--- src/rtl/score_bcd_accumulator.sv ---
// Tetris score keeper: adds level-scaled line-clear points to a 4-digit packed-BCD
// score, one digit per clock, publishing the score only once the whole sum is done.
module score_bcd_accumulator #(
    parameter logic [7:0] PTS_1 = 8'h01,
    parameter logic [7:0] PTS_2 = 8'h03,
    parameter logic [7:0] PTS_3 = 8'h05,
    parameter logic [7:0] PTS_4 = 8'h08
) (
    input  logic        clk,
    input  logic        reset,
    input  logic        event_valid,
    output logic        event_ready,
    input  logic [2:0]  clear_count,
    input  logic [3:0]  level,
    input  logic        clear_score,
    output logic [15:0] score_bcd,
    output logic        score_update,
    output logic        saturated
);

    typedef enum logic [1:0] {IDLE, ADD, DONE} state_t;

    state_t      state, state_nxt;
    logic [15:0] acc;
    logic [7:0]  pts;
    logic [3:0]  rep;
    logic [1:0]  dig;
    logic        carry;

    logic        accept;
    logic [7:0]  ev_pts;
    logic        skip_add;
    logic [3:0]  acc_dig, pts_dig, sum_dig;
    logic [4:0]  s, s_minus10;
    logic        carry_out;
    logic [15:0] acc_add;
    logic        last_dig;

    always_comb begin
        case (clear_count)
            3'd1:    ev_pts = PTS_1;
            3'd2:    ev_pts = PTS_2;
            3'd3:    ev_pts = PTS_3;
            3'd4:    ev_pts = PTS_4;
            default: ev_pts = 8'h00;
        endcase
    end

    // clear_score wins over a simultaneous handshake
    assign accept   = event_valid && event_ready && !clear_score;
    assign skip_add = (ev_pts == 8'h00) || saturated;
    assign last_dig = (dig == 2'd3);

    // single BCD digit adder, steered to digit dig
    always_comb begin
        acc_dig   = acc[{dig, 2'b00} +: 4];
        pts_dig   = (dig == 2'd0) ? pts[3:0] : (dig == 2'd1) ? pts[7:4] : 4'd0;
        s         = {1'b0, acc_dig} + {1'b0, pts_dig} + {4'd0, carry};
        s_minus10 = s - 5'd10;
        if (s > 5'd9) begin
            sum_dig   = s_minus10[3:0];
            carry_out = 1'b1;
        end else begin
            sum_dig   = s[3:0];
            carry_out = 1'b0;
        end
        acc_add = acc;
        acc_add[{dig, 2'b00} +: 4] = sum_dig;
    end

    always_ff @(posedge clk or posedge reset) begin
        if (reset) state <= IDLE;
        else       state <= state_nxt;
    end

    always_comb begin
        state_nxt = state;
        if (clear_score) begin
            state_nxt = IDLE;
        end else begin
            case (state)
                IDLE:    if (accept) state_nxt = skip_add ? DONE : ADD;
                ADD:     if (last_dig && (carry_out || rep <= 4'd1)) state_nxt = DONE;
                DONE:    state_nxt = IDLE;
                default: state_nxt = IDLE;
            endcase
        end
    end

    always_comb begin
        event_ready = (state == IDLE);
    end

    always_ff @(posedge clk or posedge reset) begin
        if (reset) begin
            acc          <= 16'h0000;
            score_bcd    <= 16'h0000;
            score_update <= 1'b0;
            saturated    <= 1'b0;
            pts          <= 8'h00;
            rep          <= 4'd0;
            dig          <= 2'd0;
            carry        <= 1'b0;
        end else if (clear_score) begin
            acc          <= 16'h0000;
            score_bcd    <= 16'h0000;
            score_update <= 1'b1;
            saturated    <= 1'b0;
            dig          <= 2'd0;
            carry        <= 1'b0;
        end else begin
            score_update <= 1'b0;
            case (state)
                IDLE: begin
                    if (accept) begin
                        pts   <= ev_pts;
                        rep   <= (level == 4'd0) ? 4'd1 : level;
                        dig   <= 2'd0;
                        carry <= 1'b0;
                        if (skip_add) score_update <= 1'b1;
                    end
                end
                ADD: begin
                    if (!last_dig) begin
                        acc   <= acc_add;
                        dig   <= dig + 2'd1;
                        carry <= carry_out;
                    end else if (carry_out) begin
                        acc          <= 16'h9999;
                        score_bcd    <= 16'h9999;
                        saturated    <= 1'b1;
                        score_update <= 1'b1;
                    end else if (rep > 4'd1) begin
                        // next repetition restarts at the ones digit with no carry in
                        acc   <= acc_add;
                        rep   <= rep - 4'd1;
                        dig   <= 2'd0;
                        carry <= 1'b0;
                    end else begin
                        acc          <= acc_add;
                        score_bcd    <= acc_add;
                        score_update <= 1'b1;
                    end
                end
                default: ;
            endcase
        end
    end

endmodule

--- config.mk ---
export PLATFORM = sky130hd
export DESIGN_NAME = score_bcd_accumulator
export DESIGN_NICKNAME = d
export VERILOG_FILES = /design/src/rtl/score_bcd_accumulator.sv
export SDC_FILE = /design/constraint.sdc
export NUM_CORES = 1
export LEC_CHECK = 0
export ABC_AREA = 1
export CORE_MARGIN = 2
export CORE_UTILIZATION = 45
export DETAILED_ROUTE_END_ITERATION = 8
export PLACE_DENSITY = 0.64
export SYNTH_ARGS = -nofsm -noshare
export SYNTH_HDL_FRONTEND = slang
export SYNTH_SLANG_ARGS = --single-unit
--- constraint.sdc ---
create_clock -name clk -period 3.7 [get_ports clk]
set_clock_uncertainty 0.15 [all_clocks]
set_input_delay 0.37 -clock clk [delete_from_list [all_inputs] [get_ports clk]]
set_output_delay 0.37 -clock clk [all_outputs]
set_load 0.03 [all_outputs]
==> Implementation_results.wiki <==
{| class="wikitable"
! Metric !! Value
|-
| Result of the run || completed
|-
| Number of antenna cells inserted || 0
|-
| Clk root buf || sky130_fd_sc_hd__clkbuf_8
|-
| Clock Pin Slew Worst Setup and Hold Paths || around 90 ps
|-
| TritonCTS buffer count || 5
|-
| Met3 usage || 3.38%
|-
| Synth Area per Inst || 7.72 µm²
|-
| CTS Hold Bufs || 0
|-
| Residual DRC count || 0
|-
| Final instance count without filler cells || between 400 and 500
|-
| Post-synthesis share of cell area spent on xor and xnor gates || less than 1%
|-
| Busiest metal layer after global routing || met2
|-
| Combinational family with the most area after synthesis || simple AND/OR/NAND/NOR gates
|-
| Placeable core region || 5960 µm²
|-
| Kind of start point of the critical path || flip-flop
|-
| Port Buffers || 29
|-
| Std-Cell Rows || 28
|-
| Synth Area in Compound Gates || about an eighth
|-
| Startpoint of the worst-slack reg-to-reg timing path || dig[0]
|-
| Setup total negative slack || 0 ps
|-
| Fraction of layout instances using a drive strength above 1 || a little under a tenth
|-
| Clock insertion delay at the later pin of the skew report || 310 ps
|-
| Vias in the first global route || about 2400
|-
| Adder-cell share of the synthesized area || between 6 and 7%
|-
| Worst Hold Launch || score_bcd[8]
|-
| Number of design-rule violations left by the first detailed-router iteration || 141
|-
| Worst r2r path cells || 16
|-
| Max FO, Critical Path || 10
|-
| Post-route clock period utilization || between 90% and 100%
|-
| Remaining antenna violation count after routing || 0
|-
| Netlist area before placement || 2800 µm²
|-
| Max H-tree Level || 2
|-
| YS warnings || 0
|-
| Vertical die dimension || roughly 83 µm
|-
| Routed wire length per instance || between 10 and 15 µm
|-
| Initial Util || around 47%
|-
| HPWL after detailed placement || 4850 µm
|-
| Total Routing Usage GR || about a fifth
|-
| Router iterations before antenna repair || 4
|-
| Maximum number of pins on one net before global-route repair || 48
|-
| Global-route wire length before repair || about 11000 µm
|-
| Largest vdd supply drop || roughly 0.25 mV
|-
| RSZ-0062 raised after global routing || no
|-
| Cell leakage power || roughly 1.7 nW
|-
| Capturing point of the worst reg2reg path || score_bcd[11]
|-
| Final Max Tran Viols || 0
|-
| Setup Buffers After CTS || 0
|-
| Antenna violations before repair || 0
|-
| MaxCap Viol Count || 0
|-
| Number of cells on the worst hold path || 2
|-
| Number of synthesized register bits || 47
|-
| Clock tree buffer depth || 2
|-
| Final worst path period need || around 3400 ps
|-
| Final estimated routing congestion in global placement || around 0.89
|-
| Worst-case register-to-register setup slack || about 320 ps
|-
| Clk sinks || 47
|-
| Worst Tran Pin Value || 973 ps
|-
| Global Route met2 Usage || approximately a third
|-
| Routed wire length || between 6000 and 7000 µm
|-
| Avg Vias per Cell || between 5 and 6
|-
| Share of synthesized cell area in and, or, nand and nor gates || 30.8%
|-
| Multiplexer share of the synthesized area || 0%
|-
| Post-synth top flop || sky130_fd_sc_hd__dfrtp_1
|-
| Final setup violation count || 0
|-
| Power density normalized to cell area || 417 nW/µm²
|-
| GRT overflow || 0
|-
| Hold/Removal Path Class || reg -> reg
|-
| Number of flops mapped to enable cells by yosys || 0
|-
| Number of nets in the layout || approximately 420
|-
| Hold Path Sink || score_bcd[8]
|-
| Total number of vias || 2443
|-
| Worst Path Required || roughly 3800 ps
|-
| TritonCTS clock tree || built
|-
| # placed instances || ~470
|-
| Worst slew margin relative to its limit || a little over a third
|-
| Total I/O pin count || 30
|-
| DIE AREA || approximately 6900 µm²
|-
| Fraction of the yosys area taken by sequential cells || 41.9%
|-
| Maximum frequency from static timing analysis || a little under 300 MHz
|-
| Kind of critical path || reg -> reg
|-
| Met1 routing resource usage after global routing || a little over a quarter
|-
| Area growth syn-to-layout || 18.6%
|-
| Kind of end point of the critical path || flip-flop
|-
| Utilization after layout || 55.8%
|-
| Floorplan die width || about 83 µm
|-
| Number of resized instances in the post-cts repair step || 0
|-
| Number of distinct library cell variants in the gate-level netlist after synthesis || 38
|-
| Synthesized instance count || between 300 and 400
|-
| Count of endpoints failing hold in the final timing report || 0
|-
| Post-Synthesis Net Count || 387
|-
| Post-synthesis async set-or-reset flop share || 100%
|-
| CP Data Arrival Time || 3420 ps
|}
layout by cell type, fill, tap and decap left out, types with 2 or more instances in the layout:
cell type	instances
sky130_fd_sc_hd__a21oi_1	8
sky130_fd_sc_hd__a22oi_1	4
sky130_fd_sc_hd__buf_4	6
sky130_fd_sc_hd__bufinv_16	2
sky130_fd_sc_hd__clkbuf_8	5
sky130_fd_sc_hd__clkdlybuf4s50_1	29
sky130_fd_sc_hd__dfrtp_1	47
sky130_fd_sc_hd__fa_1	2
sky130_fd_sc_hd__ha_1	11
sky130_fd_sc_hd__inv_1	41
sky130_fd_sc_hd__nand2_1	124
sky130_fd_sc_hd__nand2_2	10
sky130_fd_sc_hd__nand2_4	2
sky130_fd_sc_hd__nand3_1	21
sky130_fd_sc_hd__nand4_1	2
sky130_fd_sc_hd__nor2_1	20
sky130_fd_sc_hd__nor2_4	2
sky130_fd_sc_hd__nor3_1	4
sky130_fd_sc_hd__o211ai_1	2
sky130_fd_sc_hd__o21ai_0	29
sky130_fd_sc_hd__o21ai_1	4
sky130_fd_sc_hd__o22ai_1	4
sky130_fd_sc_hd__o41ai_1	2
power by group:
part	internal (W)	total, W	leakage (nW)	switching (W)
combinational	0.000126	0.000347	1.01	0.000221
sequential	0.000546	0.000581	0.644	0.0000343
clock	0.000270	0.000458	0.0644	0.000188
kinds of logic (layout without fill, tap and decap cells):
kind of cell             after synthesis  after routing
flip-flops                            47             47
XOR/XNOR                               2              2
AND/OR/NAND/NOR                      191            191
adder cells (fa/ha/maj)               13             13
buffers and inverters                 50             86
AO/OA/AOI/OAI                         60             60
critical path, stage by stage, from the launching register on:
cell and delay [ps]:
sky130_fd_sc_hd__dfrtp_1 480, sky130_fd_sc_hd__inv_1 230, sky130_fd_sc_hd__ha_1 280, sky130_fd_sc_hd__nand2_1 90, sky130_fd_sc_hd__fa_1 360, sky130_fd_sc_hd__inv_1 100, sky130_fd_sc_hd__fa_1 440, sky130_fd_sc_hd__inv_1 130
sky130_fd_sc_hd__nand2_2 90, sky130_fd_sc_hd__nand3_4 130, sky130_fd_sc_hd__nand2_8 100, sky130_fd_sc_hd__inv_6 90, sky130_fd_sc_hd__nand2_4 50, sky130_fd_sc_hd__nand3_1 210, sky130_fd_sc_hd__inv_1 160, sky130_fd_sc_hd__o21ai_0 110
sky130_fd_sc_hd__nand2_1 70
flip-flops by register name (all words and copies together) (netlist names):
signal / flops
score_bcd: 16
carry: 1
score_update: 1
pts: 4
acc: 16
state: 2
saturated: 1
dig: 2
rep: 4
metrics by stage:
stage / worst slack, ps / hold slack, ps / cell area, µm² / power (W)
floorplan: 254 / 292 / 2800 / 0.000846
global placement: 454 / 315 / 3190 / 0.000930
detailed placement: 342 / 319 / 3190 / 0.000936
CTS: 323 / 344 / 3330 / 0.00139
global route: 21.5 / 362 / 3330 / 0.00147
finish: 324 / 338 / 3330 / 0.00139
cell type report:
type	instances	area [µm²]
repair buffers	35	335
fillers	580	2630
clock inverters	3	67.6
inverters	43	166
clock buffers	5	68.8
flip-flops and latches	47	1180
well taps	75	93.8
multi-input cells	266	1420
synthesized netlist by cell type, drive strengths merged (2+ instances only):
library cell / number / share of area (%)
inv: 43 / 5.9
o41ai: 2 / 0.62
nor3: 4 / 0.71
nand3: 22 / 4.4
dfrtp: 47 / 42
o211ai: 2 / 0.54
nand4: 2 / 0.45
clkbuf: 5 / 0.67
a21oi: 8 / 1.4
xnor2: 2 / 0.89
ha: 11 / 4.9
fa: 2 / 1.4
o22ai: 4 / 0.89
a22oi: 4 / 1.1
buf: 2 / 0.89
nand2: 137 / 20
nor2: 24 / 4.4
o21ai: 34 / 6.2
how the worst max path moves through the flow:
stage               startpoint            end  depth (start not counted)
global placement        dig[0]   score_bcd[3]                         17
CTS                     dig[0]  score_bcd[11]                         17
finish                  dig[0]  score_bcd[11]                         16
floorplan               dig[0]   score_update                         19
detailed placement      dig[0]   score_bcd[7]                         17
global route            dig[0]   score_bcd[5]                         17
routing by layer:
metal	wire (µm)	vias up
met5	0	-
met4	72	0
met3	261	7
met2	3180	55
met1	3020	1143
li1	-	1238
No activity file was read; power rests on OpenSTA's default activity.
